==> src/rtl/memops_tracker.sv <==
// rtl/memops_tracker.sv - in-order tracker of outstanding pipelined memory operations
// Provides register-hazard / pending-PC indications and latches the first protocol violation.
module memops_tracker #(
  parameter int LGDEPTH  = 3,
  parameter int REGW     = 5,
  parameter bit OPT_LOCK = 1'b0
) (
  input  logic               i_clk,
  input  logic               i_reset,
  input  logic               i_stb,
  input  logic               i_op_read,
  input  logic [REGW-1:0]    i_oreg,
  input  logic               i_lock,
  input  logic               i_done,
  input  logic               i_valid,
  input  logic               i_err,
  input  logic [REGW-1:0]    i_wreg,
  input  logic [REGW-1:0]    i_chk_reg,
  output logic               o_stall,
  output logic [LGDEPTH:0]   o_outstanding,
  output logic               o_busy,
  output logic               o_rdbusy,
  output logic               o_read_cycle,
  output logic               o_hazard,
  output logic               o_pc_pending,
  output logic [REGW-1:0]    o_last_reg,
  output logic               o_violation,
  output logic [2:0]         o_vcode
);

  localparam int DEPTH = 1 << LGDEPTH;
  localparam logic [LGDEPTH:0] FULL = (LGDEPTH+1)'(DEPTH);

  // Each entry is {is_read, oreg}; vld marks slots holding an outstanding op.
  logic [REGW:0]      mem [DEPTH];
  logic [DEPTH-1:0]   vld;
  logic [LGDEPTH-1:0] wr_ptr, rd_ptr;
  logic [LGDEPTH:0]   count, count_next;
  logic               err_q;
  logic               accept, pop;
  logic               head_read;
  logic [REGW-1:0]    head_reg;
  logic [2:0]         vcode_next;

  assign o_stall       = (count == FULL);
  assign o_outstanding = count;
  assign o_busy        = (count != '0);
  assign o_rdbusy      = o_busy && o_read_cycle;
  assign accept        = i_stb && !o_stall && !i_err;
  assign pop           = i_done && !i_err && o_busy;
  assign head_read     = mem[rd_ptr][REGW];
  assign head_reg      = mem[rd_ptr][REGW-1:0];

  always_comb begin
    count_next = count;
    if (accept && !pop)
      count_next = count + 1'b1;
    else if (pop && !accept)
      count_next = count - 1'b1;
  end

  always_comb begin
    o_hazard     = 1'b0;
    o_pc_pending = 1'b0;
    for (int i = 0; i < DEPTH; i++) begin
      if (vld[i] && mem[i][REGW]) begin
        if (mem[i][REGW-1:0] == i_chk_reg)
          o_hazard = 1'b1;
        if (mem[i][3:1] == 3'h7)
          o_pc_pending = 1'b1;
      end
    end
  end

  // Evaluated highest code first so the lowest firing code ends up selected.
  always_comb begin
    vcode_next = 3'd0;
    if (i_stb && err_q)
      vcode_next = 3'd7;
    if ((i_valid && !i_done) || (i_stb && o_pc_pending))
      vcode_next = 3'd6;
    if (i_stb && o_busy && (i_op_read != o_read_cycle))
      vcode_next = 3'd5;
    if ((i_done || i_err) && (count == '0))
      vcode_next = 3'd4;
    if (pop && !head_read && i_valid)
      vcode_next = 3'd3;
    if (pop && head_read && (!i_valid || (i_wreg != head_reg)))
      vcode_next = 3'd2;
    if (i_stb && o_stall)
      vcode_next = 3'd1;
  end

  always_ff @(posedge i_clk) begin
    if (accept && !i_reset)
      mem[wr_ptr] <= {i_op_read, i_oreg};
  end

  always_ff @(posedge i_clk) begin
    if (i_reset) begin
      count        <= '0;
      wr_ptr       <= '0;
      rd_ptr       <= '0;
      vld          <= '0;
      err_q        <= 1'b0;
      o_read_cycle <= 1'b0;
      o_last_reg   <= '0;
      o_violation  <= 1'b0;
      o_vcode      <= 3'd0;
    end else begin
      err_q <= i_err;
      if (!o_violation && (vcode_next != 3'd0)) begin
        o_violation <= 1'b1;
        o_vcode     <= vcode_next;
      end
      if (i_err) begin
        count        <= '0;
        wr_ptr       <= '0;
        rd_ptr       <= '0;
        vld          <= '0;
        o_read_cycle <= 1'b0;
      end else begin
        count <= count_next;
        if (accept) begin
          wr_ptr       <= wr_ptr + 1'b1;
          vld[wr_ptr]  <= 1'b1;
          o_last_reg   <= i_oreg;
          o_read_cycle <= i_op_read;
        end else if ((count_next == '0) && !(OPT_LOCK && i_lock)) begin
          o_read_cycle <= 1'b0;
        end
        if (pop) begin
          rd_ptr      <= rd_ptr + 1'b1;
          vld[rd_ptr] <= 1'b0;
        end
      end
    end
  end

endmodule

==> config.mk <==
export PLATFORM = sky130hd
export DESIGN_NAME = memops_tracker
export DESIGN_NICKNAME = d
export VERILOG_FILES = /design/src/rtl/memops_tracker.sv
export SDC_FILE = /design/constraint.sdc
export NUM_CORES = 1
export LEC_CHECK = 0
export CAP_MARGIN = 25
export CORE_MARGIN = 2
export CORE_UTILIZATION = 45
export DETAILED_ROUTE_END_ITERATION = 6
export PLACE_DENSITY = 0.75
export SYNTH_ARGS = -nofsm -noshare
export SYNTH_HDL_FRONTEND = slang
export SYNTH_SLANG_ARGS = --single-unit
==> constraint.sdc <==
create_clock -name i_clk -period 4.2 [get_ports i_clk]
set_input_delay 0.42 -clock i_clk [delete_from_list [all_inputs] [get_ports i_clk]]
set_output_delay 0.42 -clock i_clk [all_outputs]
set_load 0.01 [all_outputs]
==> metrics <==
crit path launch type=input port; HPWL after DPL=7.29 mm; Hold Fails Final Rpt=0; Worst Skew=0.0102 ns; cell area after layout=0.00474 mm^2; I/O pin total=42; Tightest Hold Check Type=flip-flop to flip-flop; Starting DRT DRC Count=258; GRT Overall Usage=0.201; clock buffer count from CTS=9; Register Area=0.00208 mm^2; Worst-Margin Slew=0.878 ns; count of cell types in the netlist=47; Die Span Y=between 90 and 100 um; DRT Wirelength=9.65 mm; Max Cap Viol=0; area grow syn2layout=16.3%; total grt overflow=0; Seq cells post-synth=80; Clk network pwr share=0.352; first-pass GRT wire length=15.0 mm; critical path data required time=roughly 3.8 ns; Switching Fraction=0.244; multi-input logic area=~0.0019 mm^2; Achievable Freq=326 MHz; fin crit period=3.07 ns; postcts setup bufs=0; # diodes=0; Die ar.=0.00983 mm^2; Seq/Total Area, Yosys=0.511; DRT Pass-1 Iters=5; Initial Util=0.465; Post-synth EDFFs=48; DR vias/cell=approximately 5.9; synth warn=0; switching power=0.375 mW; Internal=between 1 and 1.5 mW; PD cells=324 mW/mm^2; Worst VDD drop=119 uV; Avg Inst Size Synth=11.4 um^2; htree depth=3; fillers=~730; status=complete, no violations; Routed Antenna Nets=0; Std-Cell Rows=34; Primary FF master, synth=edfxtp_1; Routed WL per cell=19.1 um; CP Class=input port to output pin; worst skew pair latency=about 0.35 ns; CTS Sinks=80; vias in the first global route=2867; Comb power frac=0.094; data arrival time of the worst path=2.65 ns; unrepaired setup endpoints after global routing=no; final worst slack=1.13 ns; placed cell areas=between 0.004 and 0.005 mm^2; Core ar.=0.00876 mm^2; Largest register FFs=48; Final Slew Violations=0; TritonCTS clock tree=built; nets@finish=between 400 and 500; Placer Congestion=~1; sequential power share=0.554; CP max FO=8; Mapped Cells=around 360; layout cells sized above 1=0.0804; Post-CTS Resized=0; pre-CTS WS=0.954 ns; Via Count=2965; setup_tns=0 ns; ratio of final minimum period to clock period=0.731; final setup vio count=0; asr flop ratio synth=0; CTS Hold Bufs=0; clk root buf=clkbuf_8; initial antenna violation count=0; die width=99.2 um; Rel. slew slack=0.410; Static Leak=1.61 nW; Critical Path End Type=output pin; Synth Cell Area=0.00408 mm^2; clk buf depth=2; Post-route DRC=0; CTS clk-pin slew, worst paths=0.08 ns; syn nets=384; IO buf count=40; pin count of the biggest net entering global routing=21
[final cells by class]
cell class | instances | share of cell area
Sequential cell | 80 | 0.439
Timing Repair Buffer | 42 | 0.0876
Inverter | 9 | 0.00713
Multi-Input combinational cell | 251 | 0.398
Tap cell | 108 | 0.0285
Clock inverter | 5 | 0.00765
Clock buffer | 11 | 0.0322
[cell usage after synthesis (8+ instances only)]
library cell | n | area share
xor2_1 | 38 | 0.082
clkbuf_1 | 14 | 0.013
and3_1 | 9 | 0.014
xnor2_1 | 14 | 0.030
edfxtp_1 | 48 | 0.35
nand3_1 | 13 | 0.016
nor2_1 | 26 | 0.024
a21oi_1 | 19 | 0.023
nor3_1 | 11 | 0.014
nor4_1 | 10 | 0.015
nand4_1 | 13 | 0.020
inv_1 | 8 | 0.0074
nand2_1 | 24 | 0.022
dfxtp_1 | 32 | 0.16
[path summary, 6_finish.rpt]
| path | start | endpoint | slack [ns] | cells after the start |
|---|---|---|---|---|
| max | i_chk_reg[2] | o_hazard | 1.13 | 7 |
| min | o_last_reg[0] | o_last_reg[0] | 0.46 | 2 |
| max reg2reg | o_outstanding[0] | mem[0][1] | 1.15 | 7 |
| min reg2reg | o_last_reg[0] | o_last_reg[0] | 0.46 | 2 |
[layout by cell type, fill, tap and decap left out, drive strengths merged, types with 4 or more instances in the layout]
cell type      netlist  layout
a311oi               4       4
mux2i                6       6
nor4                11      11
clkbuf              14      11
nand3               13      13
dfxtp               32      32
mux4                12      12
nand2               24      24
nor2b                7       7
nor3                12      12
nor2                26      26
ha                   4       4
a21oi               20      20
inv                  9      13
nand4               13      13
xnor2               14      14
and3                 9       9
clkdlybuf4s50        0      40
edfxtp              48      48
xor2                38      38
o21ai                6       6
a211oi               5       5
[per-layer routing]
| layer | global-route usage | share of wire |
|---|---|---|
| met5 | 0 | 0 |
| met4 | 0.0906 | 0.029 |
| met3 | 0.0457 | 0.077 |
| met2 | 0.320 | 0.47 |
| met1 | 0.263 | 0.42 |
[per-stage QoR]
| step | std cells | hold WS, ns | utilization | power, mW |
|---|---|---|---|---|
| 2_1_floorplan | 357 | 0.479 | - | 0.950 |
| 3_3_place_gp | 490 | 0.444 | 0.519 | 1.01 |
| 3_5_place_dp | 490 | 0.452 | 0.519 | 1.01 |
| 4_1_cts | 506 | 0.469 | 0.541 | 1.54 |
| 5_1_grt | 506 | 0.496 | 0.541 | 1.59 |
| 6_report | 506 | 0.461 | 0.541 | 1.54 |
[critical path, stage by stage]
cell,delay [ns]
clkdlybuf4s50_1,0.69
xor2_1,0.26
nor4_1,0.38
nand4_1,0.15
nand4_1,0.11
or2_2,0.12
clkdlybuf4s50_1,0.52
[power by group through the flow]
stage / clock network (mW) / registers (mW) / logic, mW
floorplan: 0 / 0.867 / 0.0827
global placement: 0 / 0.868 / 0.141
detailed placement: 0 / 0.869 / 0.144
CTS: 0.548 / 0.851 / 0.145
global route: 0.583 / 0.852 / 0.157
finish: 0.540 / 0.851 / 0.145
[cell families after synthesis]
group / after synthesis / synth area share
XOR/XNOR: 52 / 0.112
AO/OA/AOI/OAI: 48 / 0.0823
adder cells (fa/ha/maj): 4 / 0.0123
multiplexers: 18 / 0.0875
flip-flops: 80 / 0.511
buffers and inverters: 26 / 0.0264
AND/OR/NAND/NOR: 129 / 0.169
(Power assumes the default switching activity.)
